## config.mk

```make
export PLATFORM = sky130hd
export DESIGN_NAME = wave_display_reader
export DESIGN_NICKNAME = d
export VERILOG_FILES = /design/src/rtl/wave_display_reader_pkg.sv /design/src/rtl/wave_segment_hit.sv /design/src/rtl/wave_display_reader.sv
export SDC_FILE = /design/constraint.sdc
export NUM_CORES = 1
export LEC_CHECK = 0
export CAP_MARGIN = 20
export CELL_PAD_IN_SITES_DETAIL_PLACEMENT = 0
export CELL_PAD_IN_SITES_GLOBAL_PLACEMENT = 2
export CORE_UTILIZATION = 34
export CTS_BUF_LIST = sky130_fd_sc_hd__clkbuf_4 sky130_fd_sc_hd__clkbuf_8 sky130_fd_sc_hd__clkbuf_16
export DETAILED_ROUTE_END_ITERATION = 10
export PLACE_DENSITY = 0.84
export REMOVE_ABC_BUFFERS = 1
export SYNTH_ARGS = -nofsm -noshare
export SYNTH_HDL_FRONTEND = slang
export SYNTH_SLANG_ARGS = --single-unit
```

## constraint.sdc

```tcl
create_clock -name clk -period 10.15 [get_ports clk]
set_input_delay 3.045 -clock clk [delete_from_list [all_inputs] [get_ports clk]]
set_output_delay 3.045 -clock clk [all_outputs]
set_load 0.03 [all_outputs]
```

## src/rtl/wave_display_reader_pkg.sv

```systemverilog
// -----------------------------------------------------------------------------
// wave_display_reader_pkg
//
// Shared definitions for the waveform RAM and its display-side reader.
// The waveform RAM is 512 x 8, split into two 256-sample halves. The capture
// block writes one half while the display block scans the other. Bit 8 of
// the RAM address selects the half.
//
// Contents:
//   - RAM geometry: address width, samples per half, sample width.
//   - Display window geometry: a square window, 512 pixels on a side.
//   - stage1_t: the pipeline record that travels alongside the RAM read.
// -----------------------------------------------------------------------------
package wave_display_reader_pkg;

  // RAM geometry.
  localparam int WAVE_RAM_AW       = 9;
  localparam int WAVE_HALF_SAMPLES = 256;
  localparam int WAVE_SAMPLE_W     = 8;

  // Display window geometry. Each sample spans 2 columns, and each row code
  // spans 2 rows, so 256 samples x 256 levels fill a 512 x 512 window.
  localparam int WAVE_WIN_SIZE = 512;
  localparam int WAVE_COORD_W  = 11;

  // Width of the per-half sample index.
  localparam int WAVE_SI_W = WAVE_RAM_AW - 1;

  typedef logic [WAVE_SAMPLE_W-1:0] sample_t;
  typedef logic [WAVE_SI_W-1:0]     sample_idx_t;
  typedef logic [WAVE_COORD_W-1:0]  coord_t;

  // Pixel context captured in the cycle that the RAM address is issued. It is
  // consumed one cycle later, when read_value is valid for that address.
  typedef struct packed {
    logic        in_win;  // pixel lies inside the display window
    logic        first;   // leftmost window column (ox == 0)
    sample_idx_t si;      // sample index addressed for this pixel
    sample_t     yc;      // row code within the window, top = 0
  } stage1_t;

endpackage : wave_display_reader_pkg

```

## src/rtl/wave_segment_hit.sv

```systemverilog
// -----------------------------------------------------------------------------
// wave_segment_hit
//
// Purely combinational test of whether one display row falls on the vertical
// segment that joins two adjacent samples. The segment covers every level
// from min(prev, cur) to max(prev, cur), and both ends are included. A flat
// segment (prev == cur) therefore hits exactly one level.
//
// The row code counts down the screen, but sample values count up. The code
// is therefore inverted before the compare. Sample 255 then lands on the top
// row code, and sample 0 lands on the bottom row code.
//
// Ports:
//   prev  in  8  sample value at the left end of the segment
//   cur   in  8  sample value at the right end of the segment
//   yc    in  8  row code within the window (0 = top)
//   hit   out 1  row yc lies on the segment
// -----------------------------------------------------------------------------
module wave_segment_hit
  import wave_display_reader_pkg::*;
(
  input  sample_t prev,
  input  sample_t cur,
  input  sample_t yc,
  output logic    hit
);

  sample_t lo;
  sample_t hi;
  sample_t level;

  // NOTE: every signal assigned in always_comb receives a value on every path.
  // This block has no default-free branch, so no latch can be inferred.
  always_comb begin
    level = ~yc;
    if (prev <= cur) begin
      lo = prev;
      hi = cur;
    end else begin
      lo = cur;
      hi = prev;
    end
    hit = (lo <= level) && (level <= hi);
  end

endmodule : wave_segment_hit

```

## src/rtl/wave_display_reader.sv

```systemverilog
// -----------------------------------------------------------------------------
// wave_display_reader
//
// Read side of the double-buffered 512x8 waveform RAM. The block scans the
// half that the capture block has released. The VGA x coordinate selects the
// sample, and the block draws a connected waveform two pixels wide inside a
// 512x512 window.
//
// Pipeline (2-cycle latency from x/y to pixel outputs):
//   C0  read_address = {rd_idx_q, si} is issued combinationally, and the
//       pixel context is captured into stage1.
//   C1  read_value is valid for the stage1 sample. The held prev/cur pair is
//       advanced when a new sample begins, and the lit decision uses the
//       advanced values directly.
//   C2  valid_pixel and r/g/b are registered.
//
// The buffer half (rd_idx_q) only follows read_index while
// wave_display_idle is high. The half can therefore never change while window
// pixels are being scanned.
//
// Ports:
//   clk                in   1   system clock
//   reset              in   1   asynchronous reset, active low
//   x                  in  11   current VGA column
//   y                  in  10   current VGA row
//   valid              in   1   x/y inside the visible area
//   read_index         in   1   half released by the writer for display
//   read_value         in   8   RAM data, valid 1 cycle after read_address
//   read_address       out  9   {rd_idx_q, sample index}
//   valid_pixel        out  1   pixel lies on the waveform
//   r, g, b            out  8   pixel colour (WAVE_COLOR when lit, else 0)
//   wave_display_idle  out  1   scan is outside the window rows; swap allowed
// -----------------------------------------------------------------------------
module wave_display_reader
  import wave_display_reader_pkg::*;
#(
  parameter int          X_START    = 256,
  parameter int          Y_START    = 0,
  parameter logic [23:0] WAVE_COLOR = 24'hFFFFFF
)(
  input  logic        clk,
  input  logic        reset,
  input  logic [10:0] x,
  input  logic [9:0]  y,
  input  logic        valid,
  input  logic        read_index,
  input  logic [7:0]  read_value,
  output logic [8:0]  read_address,
  output logic        valid_pixel,
  output logic [7:0]  r,
  output logic [7:0]  g,
  output logic [7:0]  b,
  output logic        wave_display_idle
);

  localparam coord_t WIN_SIZE = coord_t'(WAVE_WIN_SIZE);
  localparam coord_t X_OFS    = coord_t'(X_START);
  localparam coord_t Y_OFS    = coord_t'(Y_START);

  // ---------------------------------------------------------------------------
  // C0: window membership and address generation
  // ---------------------------------------------------------------------------
  coord_t  ox;
  coord_t  oy;
  logic    in_win;
  logic    rd_idx_q;
  stage1_t s1_d;
  stage1_t s1_q;

  // Unsigned 11-bit offsets. Coordinates left of or above the window wrap to
  // large values, so a single "< WIN_SIZE" test covers both edges.
  always_comb begin
    ox        = x - X_OFS;
    oy        = {1'b0, y} - Y_OFS;
    in_win    = valid && (ox < WIN_SIZE) && (oy < WIN_SIZE);
    s1_d.in_win = in_win;
    s1_d.first  = (ox == '0);
    s1_d.si     = ox[WAVE_SI_W:1];
    s1_d.yc     = oy[WAVE_SI_W:1];
  end

  // The address keeps tracking x outside the window. Those reads are
  // harmless, because nothing outside the window is lit.
  assign read_address = {rd_idx_q, s1_d.si};

  // NOTE: the reset here is asynchronous and active low. Every register in
  // this block is cleared on reset, because the design holds only a few
  // pipeline flops and no memory array.
  always_ff @(posedge clk or negedge reset) begin
    if (!reset) begin
      s1_q <= '0;
    end else begin
      // NOTE: sequential state uses non-blocking assignments only. All
      // flops then sample their pre-edge values, whatever the block order.
      s1_q <= s1_d;
    end
  end

  // ---------------------------------------------------------------------------
  // C1: sample pair tracking and segment hit test
  // ---------------------------------------------------------------------------
  sample_t     held_prev_q;
  sample_t     held_cur_q;
  sample_idx_t last_si_q;
  logic        new_si;
  sample_t     prev_eff;
  sample_t     cur_eff;
  logic        seg_hit;
  logic        lit;

  // A new sample begins when the index changes, or at the start of a row.
  // At a row start, prev is forced equal to cur. This stops a line being drawn
  // from the last sample of the previous row.
  always_comb begin
    new_si   = s1_q.first || (s1_q.si != last_si_q);
    prev_eff = held_prev_q;
    cur_eff  = held_cur_q;
    if (new_si) begin
      prev_eff = s1_q.first ? read_value : held_cur_q;
      cur_eff  = read_value;
    end
  end

  always_ff @(posedge clk or negedge reset) begin
    if (!reset) begin
      held_prev_q <= '0;
      held_cur_q  <= '0;
      last_si_q   <= '0;
    end else if (new_si) begin
      held_prev_q <= prev_eff;
      held_cur_q  <= cur_eff;
      last_si_q   <= s1_q.si;
    end
  end

  wave_segment_hit u_segment_hit (
    .prev (prev_eff),
    .cur  (cur_eff),
    .yc   (s1_q.yc),
    .hit  (seg_hit)
  );

  assign lit = s1_q.in_win && seg_hit;

  // ---------------------------------------------------------------------------
  // C2: registered pixel outputs
  // ---------------------------------------------------------------------------
  always_ff @(posedge clk or negedge reset) begin
    if (!reset) begin
      valid_pixel <= 1'b0;
      r           <= '0;
      g           <= '0;
      b           <= '0;
    end else begin
      valid_pixel <= lit;
      {r, g, b}   <= lit ? WAVE_COLOR : 24'h0;
    end
  end

  // ---------------------------------------------------------------------------
  // Idle flag and buffer-half select
  // ---------------------------------------------------------------------------
  // Idle is high whenever no visible window row is being scanned. The half is
  // sampled only while idle is high, which freezes it for the whole window
  // frame. A read_index change in the same cycle that idle drops is therefore
  // not captured until the next idle period.
  always_ff @(posedge clk or negedge reset) begin
    if (!reset) begin
      wave_display_idle <= 1'b0;
      rd_idx_q          <= 1'b0;
    end else begin
      wave_display_idle <= !valid || (oy >= WIN_SIZE);
      if (wave_display_idle) begin
        rd_idx_q <= read_index;
      end
    end
  end

endmodule : wave_display_reader

```

After elaboration in Yosys (flattened, before gate mapping)
Cells that the tools add are included.

word-level totals
  register bits after elaboration = 69
  input bits = 33

cells by class
  add/sub/neg operators = 1
  magnitude comparators = 6
  equal/unequal tests = 1
  mux-type cells = 6
  bitwise logic cells = 1
  reductions and logical operators = 8

operators with widths
  kind                   count
  $mux 8                 5
  $le 8x8->1             3
  $mux 24                1
  $logic_not 11->1       1
  $lt 11x10->1 const B   1
  $sub 11x9->11 const B  1
  $ge 10x10->1 const B   1
  $lt 10x10->1 const B   1
  $ne 8x8->1             1
  $not 8->8              1
  $logic_and 1x1->1      4
  $logic_or 1x1->1       2
  $logic_not 1->1        1

Longest topological paths before layout
  depth in word-level cells = 9
  depth in mapped cells = 21

Hierarchy
From an unflattened synthesis, not the netlist that was laid out.

second synthesis, totals
  cell total of the unflattened synthesis = 289
  area, all modules = 3191.8 µm²

modules (own cells, without submodules)
  module               times used  cells an instance  area an instance (µm²)  sequential area each (µm²)
  wave_display_reader  1           155                2235.9                  1126.1
  wave_segment_hit     1           134                955.9                   0.0

Worst setup path before layout
OpenSTA, ideal clock, no wires.

  kind = input port to output port
  start = in x[8]
  end = out read_address[7]
  arrival time = 3.261 ns
  data required time = 7.105 ns
  setup slack = 3.844 ns
  cell stages on the path = 2
  path buffers = 1
  path through = inv_1 buf_4

between the ends
  word-level cells in the longest chain between the ends = 1

RTL lines
  what             line                       RTL
  start, declared  wave_display_reader.sv:43  input logic [10:0] x,
  $sub 11x9->11    wave_display_reader.sv:73  ox = x - X_OFS;
  end, declared    wave_display_reader.sv:48  output logic [8:0] read_address,

No other way between the ends.

Worst setup path in the final report
Same ends and word-level chain as after synthesis.

==> results.toml <==
[outcome]
status = "complete, no violations"

[clocking]
cts_tree = "yes"
postCtsSetupBuffers = 0
insertion_delay_ps = 300
cts_buffer_depth = 2
postCtsHoldBufs = 0
clkTransAtPathRegs_ps = 90
clock-sinks = 45
ctsResizeCount = 0
cts_buffers = 5
cts_htree_levels = 2
cts-root-buf = "clkbuf_8"

[timing]
worstMarginPinSlew_ps = 787
whs_ps = 399
fin_crit_sh_pct = 71.8
final_hold_viol_count = 0
tns_ps = 0
grt_setup_unrepaired = "false"
slew_viol_final = 0
clock-skew-final_ps = 5.03
slew-limit-headroom_pct = 47.5
finalSetupViolCount = 0
fin_crit_ps = 7290
fmax_ghz = 0.137

[global_route]
first_global_vias = 2030
antenna_found_initial = 0
track_usage_pct = 14.1
grt_pass1_wl_mm = 9.56
grt_max_degree = 46
grt_overflow = 0

[detailed_routing]
wl_mm = 5.67
vias = 2043
dr.pass1.iters = 4
remaining_drc_errors = 0
detail-route-antenna-nets = 0
routed_via_density = 4.88
drt_iter0_markers = 63
post_drt_wl_per_cell_microns = 13.5

[power]
swShare_pct = 31.9
ir_drop_uv = 55.5
p_total_w = 0.000434
powerDensity_mw_per_mm2 = 123
p_int_w = 0.000296
power.switching_w = 0.000138
pwr-share-seq_pct = 45.1
p_clk_share_pct = 27.0
p_comb_share_pct = 27.9
leakagePower_nw = 1.58

[floorplan]
initial_core_util_pct = 35.4
core_area_sq_mm = 0.00830
pin_count = 68
num_rows = 33
die_area_sq_mm = 0.00901
die_w_microns = 94.9
die_height_microns = 94.9

[setup_path]
cp_max_fo = 3
startpoint_type = "primary input"
critPathKind = "primary input to output port"
worstReg2RegStart = "s1_q[16]"
critPathRequiredTime_ps = 7110
rrSetupSlack_ps = 4940
crit_arrival_ps = 4240
worstReg2RegEnd = "b[6]"
critPathCaptureType = "output port"
reg2reg_depth = 18

[yosys]
syn-cell-area_sq_mm = 0.00294
avgSynthCellArea_sq_um = 10.3
syn_inst = 286
synthArstFlopShare_pct = 100
yosysSeqAreaShare_pct = 38.4
synth_flop_cell = "dfrtp_1"
synth_seq_cells = 45
yosysWarnings = 0
synth_edf_count = 0
synth_cell_types = 51

[final_layout]
regArea_sq_mm = 0.00113
fillerInstances = 799
mostFrequentLayoutCells = "clkdlybuf4s50_1, dfrtp_1, ha_1, inv_1, a21oi_1"
multiInputGateArea_sq_mm = 0.00140
final_util_pct = 42.4
drive_gt1_share_pct = 11.8
area_delta_synth_final_pct = 19.8
finalNetCount = 372
finalNonFillerCells = 419
final_common_cell = "clkdlybuf4s50_1"
diodes = 0

[placement]
gp_congestion = 0.711
dp.cells = 410
portBuffers = 66
dp_hpwl_mm = 4.28

[min_path]
min_to = "last_si_q[0]"
hp-class = "flip-flop to flip-flop"
hp-start = "s1_q[8]"
whs_path_depth = 0

[job]
max-cap-violations = 0
## state kept, by name, summed over array words and instances, names as in the netlist
name	flops
b	1
rd_idx_q	1
s1_q	18
held_cur_q	8
last_si_q	8
wave_display_idle	1
held_prev_q	8
## stage by stage
| step | cell area (sq um) | worst slack, ps |
|---|---|---|
| global placement | 3400 | 2850 |
| finish | 3520 | 2860 |
| CTS | 3500 | 2850 |
| global route | 3520 | 2790 |
| detailed placement | 3400 | 2850 |
| floorplan | 2620 | 2350 |
## power by group through the flow
stage	sequential, W	clock (W)	combinational [W]
2_1_floorplan	0.000206	0	0.0000649
3_3_place_gp	0.000199	0	0.000121
3_5_place_dp	0.000199	0	0.000122
4_1_cts	0.000196	0.000121	0.000122
5_1_grt	0.000197	0.000130	0.000134
6_report	0.000196	0.000117	0.000121
## critical path, cell delays in order
cell and delay (ps):
clkdlybuf4s50_1 420, inv_1 100, clkdlybuf4s50_1 680
## cell usage after synthesis (2+ instances only)
cell type	n	share of area, %
nor2_1	18	2.3
ha_1	26	11
buf_2	4	0.68
inv_2	5	0.64
o21ai_1	12	2.0
nor2b_1	3	0.64
clkbuf_1	8	1.0
xor2_1	8	2.4
nor2_2	3	0.64
nand2b_1	3	0.64
o21ai_0	3	0.51
a211oi_2	2	0.85
o21a_1	2	0.51
a21o_1	10	2.6
inv_1	20	2.6
mux2_1	2	0.77
a22oi_1	5	1.3
mux2i_4	2	1.5
mux2_2	3	1.2
mux2i_1	8	2.7
buf_4	34	8.7
and4b_1	2	0.68
a21oi_1	19	3.2
nand4_1	4	0.85
o22a_1	7	2.1
dfrtp_1	45	38
nor3_1	4	0.68
## worst max path at each step
stage	depth (start not counted)	endpoint	slack (ps)	from
after floorplan	0	b[0]	2350	b[6]
after global placement	3	read_address[7]	2850	x[8]
after detailed placement	3	read_address[7]	2850	x[8]
after CTS	3	read_address[7]	2850	x[8]
after global routing	3	read_address[7]	2790	x[8]
final	3	read_address[7]	2860	x[8]
## cell families (layout without fill, tap and decap cells)
family	count (synthesis)	in the layout	synth area share [%]
AOI/OAI and AO/OA	72	72	18.1
and+or+nand+nor	47	47	9.51
DFF	45	45	38.4
adders and majority gates	26	26	11.1
buffers and inverters	72	100	14.1
xor gates and xnor gates	9	9	2.69
muxes	15	15	6.18
## final cells by class
class                   count  share of cell area (%)
clock buffers               5                    1.96
clock inverters             3                   0.712
inverters                  25                    2.67
multi-input cells         169                    39.7
flip-flops and latches     45                    32.0
well taps                 105                    3.74
repair buffers             67                    19.2
## layer usage
metal  routed length, microns  share of wire, %  vias to the layer above  GRT usage [%]
met3                      315               5.6                        7           3.14
li1                         -                 -                     1020              -
met4                       71               1.3                        0           4.04
met5                        0                 0                        -              0
met2                     2670                47                       75           24.8
met1                     2610                46                      941           17.2
Note: power is estimated with default switching activity, not from simulation.
